[config.mk]
export PLATFORM = sky130hd
export DESIGN_NAME = requant_rr_sched_flat
export DESIGN_NICKNAME = d
export VERILOG_FILES = /design/src/rtl/requant_rr_sched_if.sv /design/src/rtl/requant_rr_sched.sv /design/src/flat_wrapper.sv
export SDC_FILE = /design/constraint.sdc
export NUM_CORES = 1
export LEC_CHECK = 0
export BUFFER_PORTS_ARGS = -buffer_cell sky130_fd_sc_hd__buf_2
export CAP_MARGIN = 10
export CELL_PAD_IN_SITES_DETAIL_PLACEMENT = 0
export CELL_PAD_IN_SITES_GLOBAL_PLACEMENT = 2
export CORE_UTILIZATION = 30
export CTS_CLUSTER_DIAMETER = 120
export DETAILED_ROUTE_END_ITERATION = 8
export PLACE_DENSITY = 0.74
export SYNTH_ARGS = -nofsm -noshare
export SYNTH_HDL_FRONTEND = slang
export SYNTH_SLANG_ARGS = --single-unit
export TNS_END_PERCENT = 30
[constraint.sdc]
create_clock -name clk -period 7.5 [get_ports clk]
set_input_delay 1.125 -clock clk [delete_from_list [all_inputs] [get_ports clk]]
set_output_delay 1.125 -clock clk [all_outputs]
set_load 0.05 [all_outputs]
[src/rtl/requant_rr_sched_if.sv]
// Stream bundle for the shared requantiser: N_CH request lanes in, one tagged int4 result out.
// master = upstream/downstream side, slave = the scheduler.
interface requant_rr_sched_if #(
    parameter int N_CH = 4,
    parameter int CH_W = 2
);
    logic [N_CH-1:0]    in_valid;
    logic [N_CH*16-1:0] in_data;
    logic [N_CH-1:0]    in_ready;
    logic               out_valid;
    logic [3:0]         out_data;
    logic [CH_W-1:0]    out_ch;
    logic               out_ready;

    modport master (
        output in_valid, in_data, out_ready,
        input  in_ready, out_valid, out_data, out_ch
    );

    modport slave (
        input  in_valid, in_data, out_ready,
        output in_ready, out_valid, out_data, out_ch
    );
endinterface

[src/rtl/requant_rr_sched.sv]
// Round-robin scheduler sharing one int16->int4 requantiser (arithmetic shift + saturation)
// across N_CH channels; a start-triggered frame FSM counts transfers up to cfg_len.
module requant_rr_sched #(
    parameter int N_CH  = 4,
    parameter int CH_W  = 2,
    parameter int LEN_W = 16
) (
    input  logic              clk,
    input  logic              rst,
    input  logic              start,
    input  logic [LEN_W-1:0]  cfg_len,
    input  logic [3:0]        cfg_shift,
    output logic              busy,
    output logic              done,
    requant_rr_sched_if.slave bus
);

    typedef enum logic [1:0] {IDLE, RUN, DRAIN, DONE} state_t;

    state_t             state, state_nx;
    logic [CH_W-1:0]    rr_ptr;
    logic [LEN_W-1:0]   count;
    logic [LEN_W-1:0]   len_q;
    logic [3:0]         shift_q;
    logic               out_valid_q;
    logic [3:0]         out_data_q;
    logic [CH_W-1:0]    out_ch_q;

    logic               found;
    logic [CH_W-1:0]    win;
    int                 idx;
    logic               out_free;
    logic               issue;
    logic               xfer;
    logic signed [15:0] sel_data;
    logic signed [15:0] shifted;
    logic [3:0]         sat_val;

    // Rotating priority search starting at rr_ptr, wrapping modulo N_CH.
    // NOTE: every always_comb output gets a default first so no path can infer a latch.
    always_comb begin
        found = 1'b0;
        win   = '0;
        idx   = 0;
        for (int i = 0; i < N_CH; i++) begin
            idx = int'(rr_ptr) + i;
            if (idx >= N_CH) idx = idx - N_CH;
            if (!found && bus.in_valid[idx]) begin
                found = 1'b1;
                win   = CH_W'(idx);
            end
        end
    end

    assign out_free = !out_valid_q || bus.out_ready;
    assign issue    = (state == RUN) && (count < len_q) && out_free;
    assign xfer     = issue && found;

    always_comb begin
        bus.in_ready = '0;
        if (xfer) bus.in_ready[win] = 1'b1;
    end

    // Saturation compares the whole 16-bit shifted value, not just the low nibble.
    always_comb begin
        sel_data = bus.in_data[16*int'(win) +: 16];
        shifted  = sel_data >>> shift_q;
        if (shifted > 16'sd7)
            sat_val = 4'b0111;
        else if (shifted < -16'sd8)
            sat_val = 4'b1000;
        else
            sat_val = shifted[3:0];
    end

    always_comb begin
        state_nx = state;
        case (state)
            IDLE:    if (start) state_nx = (cfg_len != '0) ? RUN : DONE;
            RUN:     if (xfer && (count + 1'b1 == len_q)) state_nx = DRAIN;
            DRAIN:   if (out_free) state_nx = DONE;
            DONE:    state_nx = IDLE;
            default: state_nx = IDLE;
        endcase
    end

    assign busy = (state == RUN) || (state == DRAIN);
    assign done = (state == DONE);

    // NOTE: sequential state uses non-blocking assignments so every register samples pre-edge values.
    always_ff @(posedge clk or posedge rst) begin
        if (rst) begin
            state       <= IDLE;
            rr_ptr      <= '0;
            count       <= '0;
            len_q       <= '0;
            shift_q     <= '0;
            out_valid_q <= 1'b0;
            out_data_q  <= '0;
            out_ch_q    <= '0;
        end else begin
            state <= state_nx;
            if (state == IDLE && start) begin
                len_q   <= cfg_len;
                shift_q <= cfg_shift;
                count   <= '0;
            end
            if (xfer) begin
                count       <= count + 1'b1;
                rr_ptr      <= (win == CH_W'(N_CH - 1)) ? '0 : win + 1'b1;
                out_valid_q <= 1'b1;
                out_data_q  <= sat_val;
                out_ch_q    <= win;
            end else if (bus.out_ready) begin
                out_valid_q <= 1'b0;
            end
        end
    end

    assign bus.out_valid = out_valid_q;
    assign bus.out_data  = out_data_q;
    assign bus.out_ch    = out_ch_q;

endmodule

[src/flat_wrapper.sv]
// flat-port wrapper written by rule: the top's interface ports become plain ports
module requant_rr_sched_flat 
#(
    parameter int N_CH  = 4,
    parameter int CH_W  = 2,
    parameter int LEN_W = 16
)
  (clk, rst, start, cfg_len, cfg_shift, busy, done, bus_in_valid, bus_in_data, bus_out_ready, bus_in_ready, bus_out_valid, bus_out_data, bus_out_ch);
  requant_rr_sched_if #(.N_CH(N_CH), .CH_W(CH_W)) bus_i ();
  input  logic clk;
  input  logic rst;
  input  logic start;
  input  logic [LEN_W-1:0] cfg_len;
  input  logic [3:0] cfg_shift;
  output logic busy;
  output logic done;
  input wire logic [$bits(bus_i.in_valid)-1:0] bus_in_valid;
  input wire logic [$bits(bus_i.in_data)-1:0] bus_in_data;
  input wire logic [$bits(bus_i.out_ready)-1:0] bus_out_ready;
  output wire logic [$bits(bus_i.in_ready)-1:0] bus_in_ready;
  output wire logic [$bits(bus_i.out_valid)-1:0] bus_out_valid;
  output wire logic [$bits(bus_i.out_data)-1:0] bus_out_data;
  output wire logic [$bits(bus_i.out_ch)-1:0] bus_out_ch;
  assign bus_i.in_valid = bus_in_valid;
  assign bus_i.in_data = bus_in_data;
  assign bus_i.out_ready = bus_out_ready;
  assign bus_in_ready = bus_i.in_ready;
  assign bus_out_valid = bus_i.out_valid;
  assign bus_out_data = bus_i.out_data;
  assign bus_out_ch = bus_i.out_ch;
  requant_rr_sched #(.N_CH(N_CH), .CH_W(CH_W), .LEN_W(LEN_W)) u_core (.clk(clk), .rst(rst), .start(start), .cfg_len(cfg_len), .cfg_shift(cfg_shift), .busy(busy), .done(done), .bus(bus_i));
endmodule
==> metrics.cfg, run 1 <==
[status]
status = finished, final reports clean

[clock_tree]
ctsResizeCount = 0
clkTransAtPathRegs_ns = 0.07
ctsLongestPathBuffers = 2
post-cts-setup-buffer-count = 0
clk_latency_ns = 0.29
cts-root-buf = clkbuf_16
cts_tree = yes
cts_hold_buf = 0
numCtsBuffers = 5
cts.sinks = 47
htree_levels = 2

[die]
die_h_um = 127.2
initial_core_util_pct = 30.80
dieArea_um2 = 16170
pin_count = 105
rows = 45
die_x_um = 127.2
coreArea_um2 = 15260

[sta]
tightest_slew_ns = 1.030
maxSlewViolCount = 0
timing.fmax_mhz = 223.4
fin_crit_ns = 4.477
worst_slack_ns = 3.023
finalCritPeriodShare_pct = 59.69
setup_violations = 0
rsz0062_at_grt = false
tns_ns = 0
hold_viol_final = 0
relSlewSlack_pct = 31.21
final.setup_skew_ns = 0.01165

[power]
p_seq_share_pct = 21.0
swShare_pct = 50.97
cellPowerDensity_nw_per_um2 = 421.7
combPwrFrac_pct = 68.1
power_leakage_nw = 2.549
irDropWorstVdd_v = 0.0001289
power.internal_mw = 1.143
switchingPower_mw = 1.189
clock_power_share_pct = 10.9

[placement]
dp_hpwl_um = 11160
port_buffers = 104
dp_slack_ns = 2.717
gp_congestion = 0.9269

[setup_path]
worstPathBufferInverterCount = 3
crit_family = simple AND/OR/NAND/NOR gates
cpMaxStageDelayCell = nor2_4
worst_setup_path_start_kind = input pin
cp_max_fo = 25
cp_cell_sequence = buf_2 -> nor2b_2 -> o21ba_2 -> nor2_4 -> inv_2 -> and3_1 -> nor3_2 -> inv_1 -> mux4_2 -> nor2b_1 -> a31oi_1 -> o2111ai_1
cp-startpoint = bus_in_valid[0]
cp-end-kind = flip-flop
crit_type = input pin to flip-flop
r2r_start = u_core.rr_ptr[0]$_DFFE_PP0P_
cp.required_ns = 7.63
critPathArrivalTime_ns = 4.61
max_stage_delay_ns = 0.64

[routing]
detail-route-antenna-nets = 0
via_per_inst = 5.288
num_vias = 4347
wl_per_cell_um = 17.11
dr.pass1.iters = 5
drt_iter0_markers = 264
routed_wl_um = 14060
drc = 0

[finish]
nets = 729
antenna_cells = 0
drive_gt1_share_pct = 28.31
fillers = 1581
fin_util_pct = 36.24
area_growth_pct = 17.68

[hold_path]
hold_path.class = flip-flop to flip-flop
hp-start = u_core.bus.out_ch[0]$_DFFE_PP0P_

[flow_run]
maxCapViolations = 0

[global_route]
antenna_found_initial = 0
grt_pass1_vias = 4337
grt_usage_pct = 18.05
grt_max_degree = 48
grt_pass1_wl_um = 23030
gr-total-overflow = 0

[synth]
syn_area_um2 = 4700
synth.avg_cell_area_um2 = 8.934
syn_nets = 644
synthArstFlopShare_pct = 100.0
syn_inst = 526
ys.flop_type = dfrtp_1
synth_edf_count = 0
yosys_warnings = 0
yosys.cell_types.count = 69
synth.ff_latch_count = 47
seq_area_frac_synth_pct = 25.03

## power by group through the flow
| stage | sequential [mW] | clock, mW | combinational, mW |
|---|---|---|---|
| 2_1_floorplan | 0.474 | 0 | 1.24 |
| 3_3_place_gp | 0.494 | 0 | 1.58 |
| 3_5_place_dp | 0.495 | 0 | 1.59 |
| 4_1_cts | 0.491 | 0.263 | 1.59 |
| 5_1_grt | 0.509 | 0.273 | 1.75 |
| 6_report | 0.490 | 0.254 | 1.59 |
## per-layer routing
layer,global-route usage (%),wire length (um),vias to the layer above
met5,0,0,-
met4,4.552,193,0
met3,2.806,815,13
met2,30.35,6533,156
met1,24.18,6519,2082
li1,-,-,2096
## cells in the final DEF, fill, tap and decap left out, types with 3 or more instances in the layout
master	netlist	routed
xnor2_1	17	17
o211ai_1	4	4
inv_1	34	33
mux2i_1	40	40
a21oi_1	15	15
o41ai_1	3	3
o21a_1	3	3
and3_1	11	11
xor2_1	9	9
mux4_2	14	14
dfrtp_1	47	47
ha_1	26	26
nand2b_1	8	8
a32oi_1	3	3
nor2_1	35	35
o31ai_1	9	9
nor3_1	6	6
mux2_2	26	26
nand4_1	4	4
nand3_1	33	33
nand2_1	35	35
o2111ai_1	5	5
clkbuf_16	0	5
nor4_1	7	7
and2_1	5	5
buf_2	2	104
nor2b_1	6	6
o21ai_0	43	43
a31oi_1	6	5
## worst reg2reg max path, delay by kind of cell, from the launching register on
kind	cells	cell delay (ns)
flip-flops	1	0.45
AO/OA/AOI/OAI	3	0.57
buffers and inverters	2	0.50
multiplexers	1	0.50
AND/OR/NAND/NOR	5	1.75
## cell usage after synthesis, types with 4 or more instances
| cell type | count | area, um2 |
|---|---|---|
| nor4_1 | 7 | 43.79 |
| mux2_2 | 26 | 292.8 |
| clkbuf_1 | 20 | 75.07 |
| nand2b_1 | 8 | 50.05 |
| and3_1 | 11 | 68.82 |
| nor2_1 | 35 | 131.4 |
| a31oi_1 | 6 | 37.54 |
| nand2_1 | 35 | 131.4 |
| nor2b_1 | 6 | 37.54 |
| and2_1 | 5 | 31.28 |
| o21ai_0 | 43 | 215.2 |
| mux2i_1 | 40 | 400.4 |
| o2111ai_1 | 5 | 43.79 |
| mux4_2 | 14 | 315.3 |
| nor3_1 | 6 | 30.03 |
| xnor2_1 | 17 | 148.9 |
| a21oi_1 | 15 | 75.07 |
| nand4_1 | 4 | 25.02 |
| xor2_1 | 9 | 78.83 |
| o211ai_1 | 4 | 30.03 |
| dfrtp_1 | 47 | 1176 |
| nand3_1 | 33 | 165.2 |
| o31ai_1 | 9 | 67.56 |
| ha_1 | 26 | 325.3 |
| inv_1 | 34 | 127.6 |
## through the flow
stage / cell area (um2) / std cells / power (mW) / hold WS (ns)
floorplan: 4700 / 526 / 1.715 / 0.4862
global placement: 5368 / 815 / 2.072 / 0.4813
detailed placement: 5368 / 815 / 2.082 / 0.4749
CTS: 5530 / 822 / 2.348 / 0.4906
global route: 5530 / 822 / 2.534 / 0.5574
finish: 5530 / 822 / 2.332 / 0.4860
## final timing paths
| path | to | slack (ns) | depth (start not counted) |
|---|---|---|---|
| min in group asynchronous | u_core.len_q[2]$_DFFE_PP0P_ | 1.08 | 2 |
| max | u_core.bus.out_data[1]$_DFFE_PP0P_ | 3.02 | 12 |
| min | u_core.bus.out_ch[0]$_DFFE_PP0P_ | 0.49 | 2 |
| min reg2reg | u_core.bus.out_ch[0]$_DFFE_PP0P_ | 0.49 | 2 |
| max in group asynchronous | u_core.count[15]$_DFFE_PP0P_ | 5.77 | 2 |
| max reg2reg | u_core.bus.out_data[1]$_DFFE_PP0P_ | 3.57 | 11 |
## sequential cells by signal, indices dropped and copies added, names as in the netlist
register	count
u_core.len_q	16
u_core.bus.out_valid	1
u_core.bus.out_ch	2
u_core.count	16
u_core.state	2
u_core.bus.out_data	4
u_core.shift_q	4
u_core.rr_ptr	2
## cells by family (layout without fill, tap and decap cells)
logic type / count (synthesis) / count (layout) / share of synthesized area (%)
flip-flops: 47 / 47 / 25.03
adder cells (fa/ha/maj): 26 / 26 / 6.922
AND/OR/NAND/NOR: 166 / 166 / 19.09
XOR/XNOR: 26 / 26 / 4.846
multiplexers: 80 / 80 / 21.46
AO/OA/AOI/OAI: 117 / 117 / 16.56
buffers and inverters: 64 / 149 / 6.097
## area by class of cell
| cell class | instances | area [um2] | share of cell area, % |
|---|---|---|---|
| clock buffers | 5 | 125.1 | 2.262 |
| clock inverters | 2 | 37.54 | 0.6787 |
| inverters | 36 | 140.1 | 2.534 |
| multi-input cells | 415 | 3252 | 58.80 |
| flip-flops and latches | 47 | 1176 | 21.27 |
| well taps | 211 | 264.0 | 4.774 |
| repair buffers | 106 | 535.5 | 9.683 |
No activity file was read; power rests on OpenSTA's default activity.
==> inputs of run 2 (changes only) <==
- PLACE_DENSITY: 0.74 -> 0.77
- clock period: 7.5 -> 3.6 ns (I/O delays scaled with it)
==> metrics.cfg, run 2 (synthesis gave the netlist of run 1 again) <==
[routing]
via_per_inst = 5.248
drt_iter0_markers = 340
drc = 0
wl_per_cell_um = 17.02
detail-route-antenna-nets = 0
dr.pass1.iters = 5
routed_wl_um = 14430
num_vias = 4450

[power]
irDropWorstVdd_v = 0.0002370
fin_total_pwr_mw = 5.097
power_leakage_nw = 2.676
cellPowerDensity_nw_per_um2 = 888.8

[clock_tree]
htree_levels = 2
cts-root-buf = clkbuf_16
numCtsBuffers = 5
clk_latency_ns = 0.29
cts.sinks = 47
cts_tree = yes
clkTransAtPathRegs_ns = 0.07
ctsLongestPathBuffers = 2

[die]
die_x_um = 127.2
rows = 45
pin_count = 105
dieArea_um2 = 16170
initial_core_util_pct = 30.80
coreArea_um2 = 15260
die_h_um = 127.2

[setup_path]
cp-end-kind = flip-flop
crit_type = flip-flop to flip-flop
cp.required_ns = 3.80
cp_max_fo = 12
cpMaxStageDelayCell = mux4_2
cp_cell_sequence = nor2b_2 -> o21ba_2 -> nor2_4 -> buf_4 -> mux4_2 -> a222oi_1 -> o21ai_1 -> o41ai_2 -> a31oi_1 -> o2111ai_1
crit_family = compound AO/OA/AOI/OAI gates
worstPathBufferInverterCount = 1
critPathArrivalTime_ns = 3.58
max_stage_delay_ns = 0.53
worst_setup_path_start_kind = flip-flop

[finish]
layout_common_cells = buf_2 (104), dfrtp_1 (47), o21ai_0 (42), mux2i_1 (40)
drive_gt1_share_pct = 31.40
fin_util_pct = 37.58
final_cells = 848
layout_commonest_cell = buf_2
reg_top3 = u_core.count x16, u_core.len_q x16
nets = 754
design_area_um2 = 5734
fillers = 1581
antenna_cells = 0
area_growth_pct = 22.02

[global_route]
grt_util_met1_pct = 23.23
grt_max_degree = 48
grt_use_met3_pct = 2.136
busiest_layer = met2
gr-usage-met2_pct = 32.03
gr-total-overflow = 0
antenna_found_initial = 0
grt_pass1_vias = 4572
grt_pass1_wl_um = 23520
grt_usage_pct = 18.52

[placement]
dp_hpwl_um = 11610
port_buffers = 104
gp_congestion = 0.9280
dpl_cell_area_um2 = 5555
placedCellCount = 840

[sta]
hold_viol_final = 0
timing.fmax_mhz = 296.3
setup_violations = 0
fin_crit_ns = 3.375
relSlewSlack_pct = 30.32
finalCritPeriodShare_pct = 93.75
final.setup_skew_ns = 0.005027
maxSlewViolCount = 0
tightest_slew_ns = 1.044
rsz0062_at_grt = false
holdWs_ns = 0.4767

[status]
status = finished, final reports clean

[flow_run]
maxCapViolations = 0

[hold_path]
hold_path.class = input pin to flip-flop

[run 2: cell types whose count changed in the layout (fill, tap and decap cells not counted), sizes merged]
cell	change
buf	+25
clkinv	+2
clkinvlp	-1
[run 2: final cells by class]
class / count / area (um2) / share of cell area, %
Clock inverter: 3 / 43.79 / 0.7637
Inverter: 36 / 140.1 / 2.444
Multi-Input combinational cell: 415 / 3262 / 56.88
Timing Repair Buffer: 131 / 723.2 / 12.61
Sequential cell: 47 / 1176 / 20.51
Clock buffer: 5 / 125.1 / 2.182
Tap cell: 211 / 264.0 / 4.604
[run 2: report_power, final]
group | leakage [nW] | switching (mW) | internal, mW | total, mW
clock network | 0.0838 | 0.221 | 0.328 | 0.549
registers | 0.586 | 0.197 | 0.727 | 0.925
logic | 2.01 | 2.12 | 1.50 | 3.62
[run 2: metal layers]
layer  wire length (um)  up-vias  share of wire (%)
li1                   -     2144                  -
met1               6453     2114                 45
met2               6891      163                 48
met3                624       29                4.3
met4                464        0                3.2
met5                  0        -                  0
[run 2: metrics by stage]
stage               TNS, ns  worst slack, ns
floorplan                 0           0.2097
finish                    0           0.2249
CTS                       0          0.02460
global placement          0          0.04577
detailed placement  -0.1552         -0.06563
global route              0         0.006925
[run 2: path summary, 6_finish.rpt]
check                                            startpoint                            endpoint  slack (ns)  cells after the start
setup / recovery               u_core.rr_ptr[0]$_DFFE_PP0P_  u_core.bus.out_data[2]$_DFFE_PP0P_        0.22                     10
hold / removal                                 cfg_shift[3]       u_core.shift_q[3]$_DFFE_PP0P_        0.48                      2
setup reg to reg               u_core.rr_ptr[0]$_DFFE_PP0P_  u_core.bus.out_data[2]$_DFFE_PP0P_        0.22                     10
hold reg to reg            u_core.bus.out_ch[0]$_DFFE_PP0P_    u_core.bus.out_ch[0]$_DFFE_PP0P_        0.48                      2
max in group asynchronous                               rst       u_core.shift_q[1]$_DFFE_PP0P_        2.45                      2
min in group asynchronous                               rst  u_core.bus.out_data[3]$_DFFE_PP0P_        0.50                      2
[run 2: worst reg2reg max path, stage by stage (launching register included)]
cell and delay [ns]:
dfrtp_1 0.46, nor2b_2 0.11, o21ba_2 0.26, nor2_4 0.35, buf_4 0.25, mux4_2 0.54
a222oi_1 0.46, o21ai_1 0.17, o41ai_2 0.30, a31oi_1 0.17, o2111ai_1 0.23
[run 2: repair_timing]
item	in CTS	in global routing
setup endpoints to repair	0	7
gates resized for setup	0	3
buffers inserted	0	0
hold buffers	0	0
==> inputs of run 3 (changes only) <==
- PLACE_DENSITY: 0.77 -> 0.86
==> metrics.cfg, run 3 (synthesis gave the netlist of run 1 again) <==
[status]
status = finished, final reports clean

[finish]
reg_top3 = u_core.count x16, u_core.len_q x16
antenna_cells = 0
area_growth_pct = 22.34
drive_gt1_share_pct = 31.61
nets = 756
final_cells = 850
layout_common_cells = buf_2 (104), dfrtp_1 (47), o21ai_0 (43), mux2i_1 (40)
fin_util_pct = 37.68
layout_commonest_cell = buf_2
design_area_um2 = 5749

[global_route]
grt_pass1_vias = 4461
antenna_found_initial = 0
gr-total-overflow = 0
grt_usage_pct = 17.86
grt_pass1_wl_um = 22960
grt_max_degree = 48

[die]
die_x_um = 127.2
initial_core_util_pct = 30.80
dieArea_um2 = 16170
die_h_um = 127.2
pin_count = 105
rows = 45
coreArea_um2 = 15260

[power]
irDropWorstVdd_v = 0.0002915
power_leakage_nw = 2.684
cellPowerDensity_nw_per_um2 = 886.7

[routing]
drt_iter0_markers = 300
detail-route-antenna-nets = 0
drc = 0
dr.pass1.iters = 4
via_per_inst = 5.276
num_vias = 4485
routed_wl_um = 14140
wl_per_cell_um = 16.63

[setup_path]
worst_r2r_path_depth = 11
worst_setup_path_start_kind = flip-flop
r2r_slack_ns = 0.25
max_stage_delay_ns = 0.39
crit_family = compound AO/OA/AOI/OAI gates
cp-end-kind = primary output
cp.required_ns = 3.06
crit_type = flip-flop to primary output
r2r_end = u_core.bus.out_data[0]$_DFFE_PP0P_
worstPathBufferInverterCount = 2
cpMaxStageDelayCell = dfrtp_1
critPathArrivalTime_ns = 2.82
r2r_start = u_core.rr_ptr[1]$_DFFE_PP0P_
cp_max_fo = 15
cp_common_cell = o21a_1
cp_cell_sequence = inv_1 -> ha_1 -> nor2b_1 -> o21a_1 -> o21a_1 -> o211ai_1 -> a21boi_0 -> o31ai_2 -> a31oi_4 -> nor2_1 -> buf_2

[clock_tree]
htree_levels = 2
clk_latency_ns = 0.29
cts.sinks = 47
clkTransAtPathRegs_ns = 0.07
cts_tree = yes
cts-root-buf = clkbuf_16
ctsLongestPathBuffers = 2
numCtsBuffers = 5

[sta]
final.setup_skew_ns = 0.007566
tightest_slew_ns = 1.039
rsz0062_at_grt = false
relSlewSlack_pct = 30.66
tns_ns = 0
maxSlewViolCount = 0
timing.fmax_mhz = 297.4
fin_crit_ns = 3.362
hold_viol_final = 0
finalCritPeriodShare_pct = 93.39
setup_violations = 0

[placement]
dpl_cell_area_um2 = 5570
port_buffers = 104
placedCellCount = 842
gp_congestion = 0.8934
dp_hpwl_um = 11470

[hold_path]
holdPathEnd = u_core.bus.out_ch[1]$_DFFE_PP0P_
hp-start = u_core.bus.out_ch[1]$_DFFE_PP0P_
hold_path.class = flip-flop to flip-flop
holdPathStages = 2

[flow_run]
maxCapViolations = 0

==> run 3: cell types whose count changed in the layout (fill, tap and decap cells not counted), sizes merged <==
cell / delta
clkinv: -1
clkbuf: +1
buf: +2
==> run 3: per-layer routing <==
metal | vias to the layer above | GRT usage (%) | wire, um
met4 | 0 | 4.972 | 235
met2 | 140 | 32.74 | 7250
li1 | 2155 | - | -
met1 | 2173 | 22.03 | 6097
met5 | - | 0 | 0
met3 | 17 | 2.010 | 555
==> run 3: worst min-delay path: cells and delay by family, from the launching register on <==
| family | cells | cell delay, ns |
|---|---|---|
| AND/OR/NAND/NOR | 1 | 0.05 |
| flip-flops | 1 | 0.35 |
| AO/OA/AOI/OAI | 1 | 0.06 |
==> run 3: worst max-delay path by stage <==
stage,startpoint,end,slack (ns),cells past startpoint
after CTS,u_core.len_q[1]$_DFFE_PP0P_,bus_in_ready[3],0.11,11
after global placement,bus_in_valid[2],u_core.bus.out_data[1]$_DFFE_PP0P_,0.11,12
after global routing,u_core.rr_ptr[1]$_DFFE_PP0P_,u_core.bus.out_data[1]$_DFFE_PP0P_,0.01,11
after floorplan,bus_in_valid[2],u_core.bus.out_data[1]$_DFFE_PP0P_,0.21,12
after detailed placement,bus_in_valid[2],u_core.bus.out_data[2]$_DFFE_PP0P_,0.01,12
final,u_core.len_q[1]$_DFFE_PP0P_,bus_in_ready[2],0.24,11
==> run 3: area by class of cell <==
cell class,instances,area (um2)
clock buffer,6,138.9
clock inverter,2,35.03
fill,1580,9509
inverter,36,140.1
multi-input combinational,415,3257
sequential,47,1176
tap,211,264.0
timing repair buffer,133,738.2
==> run 3: timing repair <==
item	CTS	global route
setup endpoints to repair	0	4
setup buffers	0	0
hold buffers	0	0
resized for setup	0	1
==> run 3: per-stage QoR <==
step | total power, mW | worst slack [ns] | hold WS [ns]
CTS | 5.125 | 0.1129 | 0.4863
finish | 5.098 | 0.2378 | 0.4871
detailed placement | 4.551 | 0.01078 | 0.4804
global route | 5.510 | 0.01447 | 0.4821
floorplan | 3.574 | 0.2097 | 0.4862
global placement | 4.497 | 0.1124 | 0.4705
==> run 3: where the power goes <==
| part | total [mW] | switching [mW] | leakage [nW] | internal, mW |
|---|---|---|---|---|
| registers | 0.927 | 0.199 | 0.586 | 0.728 |
| clock network | 0.546 | 0.200 | 0.0868 | 0.346 |
| logic | 3.62 | 2.11 | 2.01 | 1.52 |
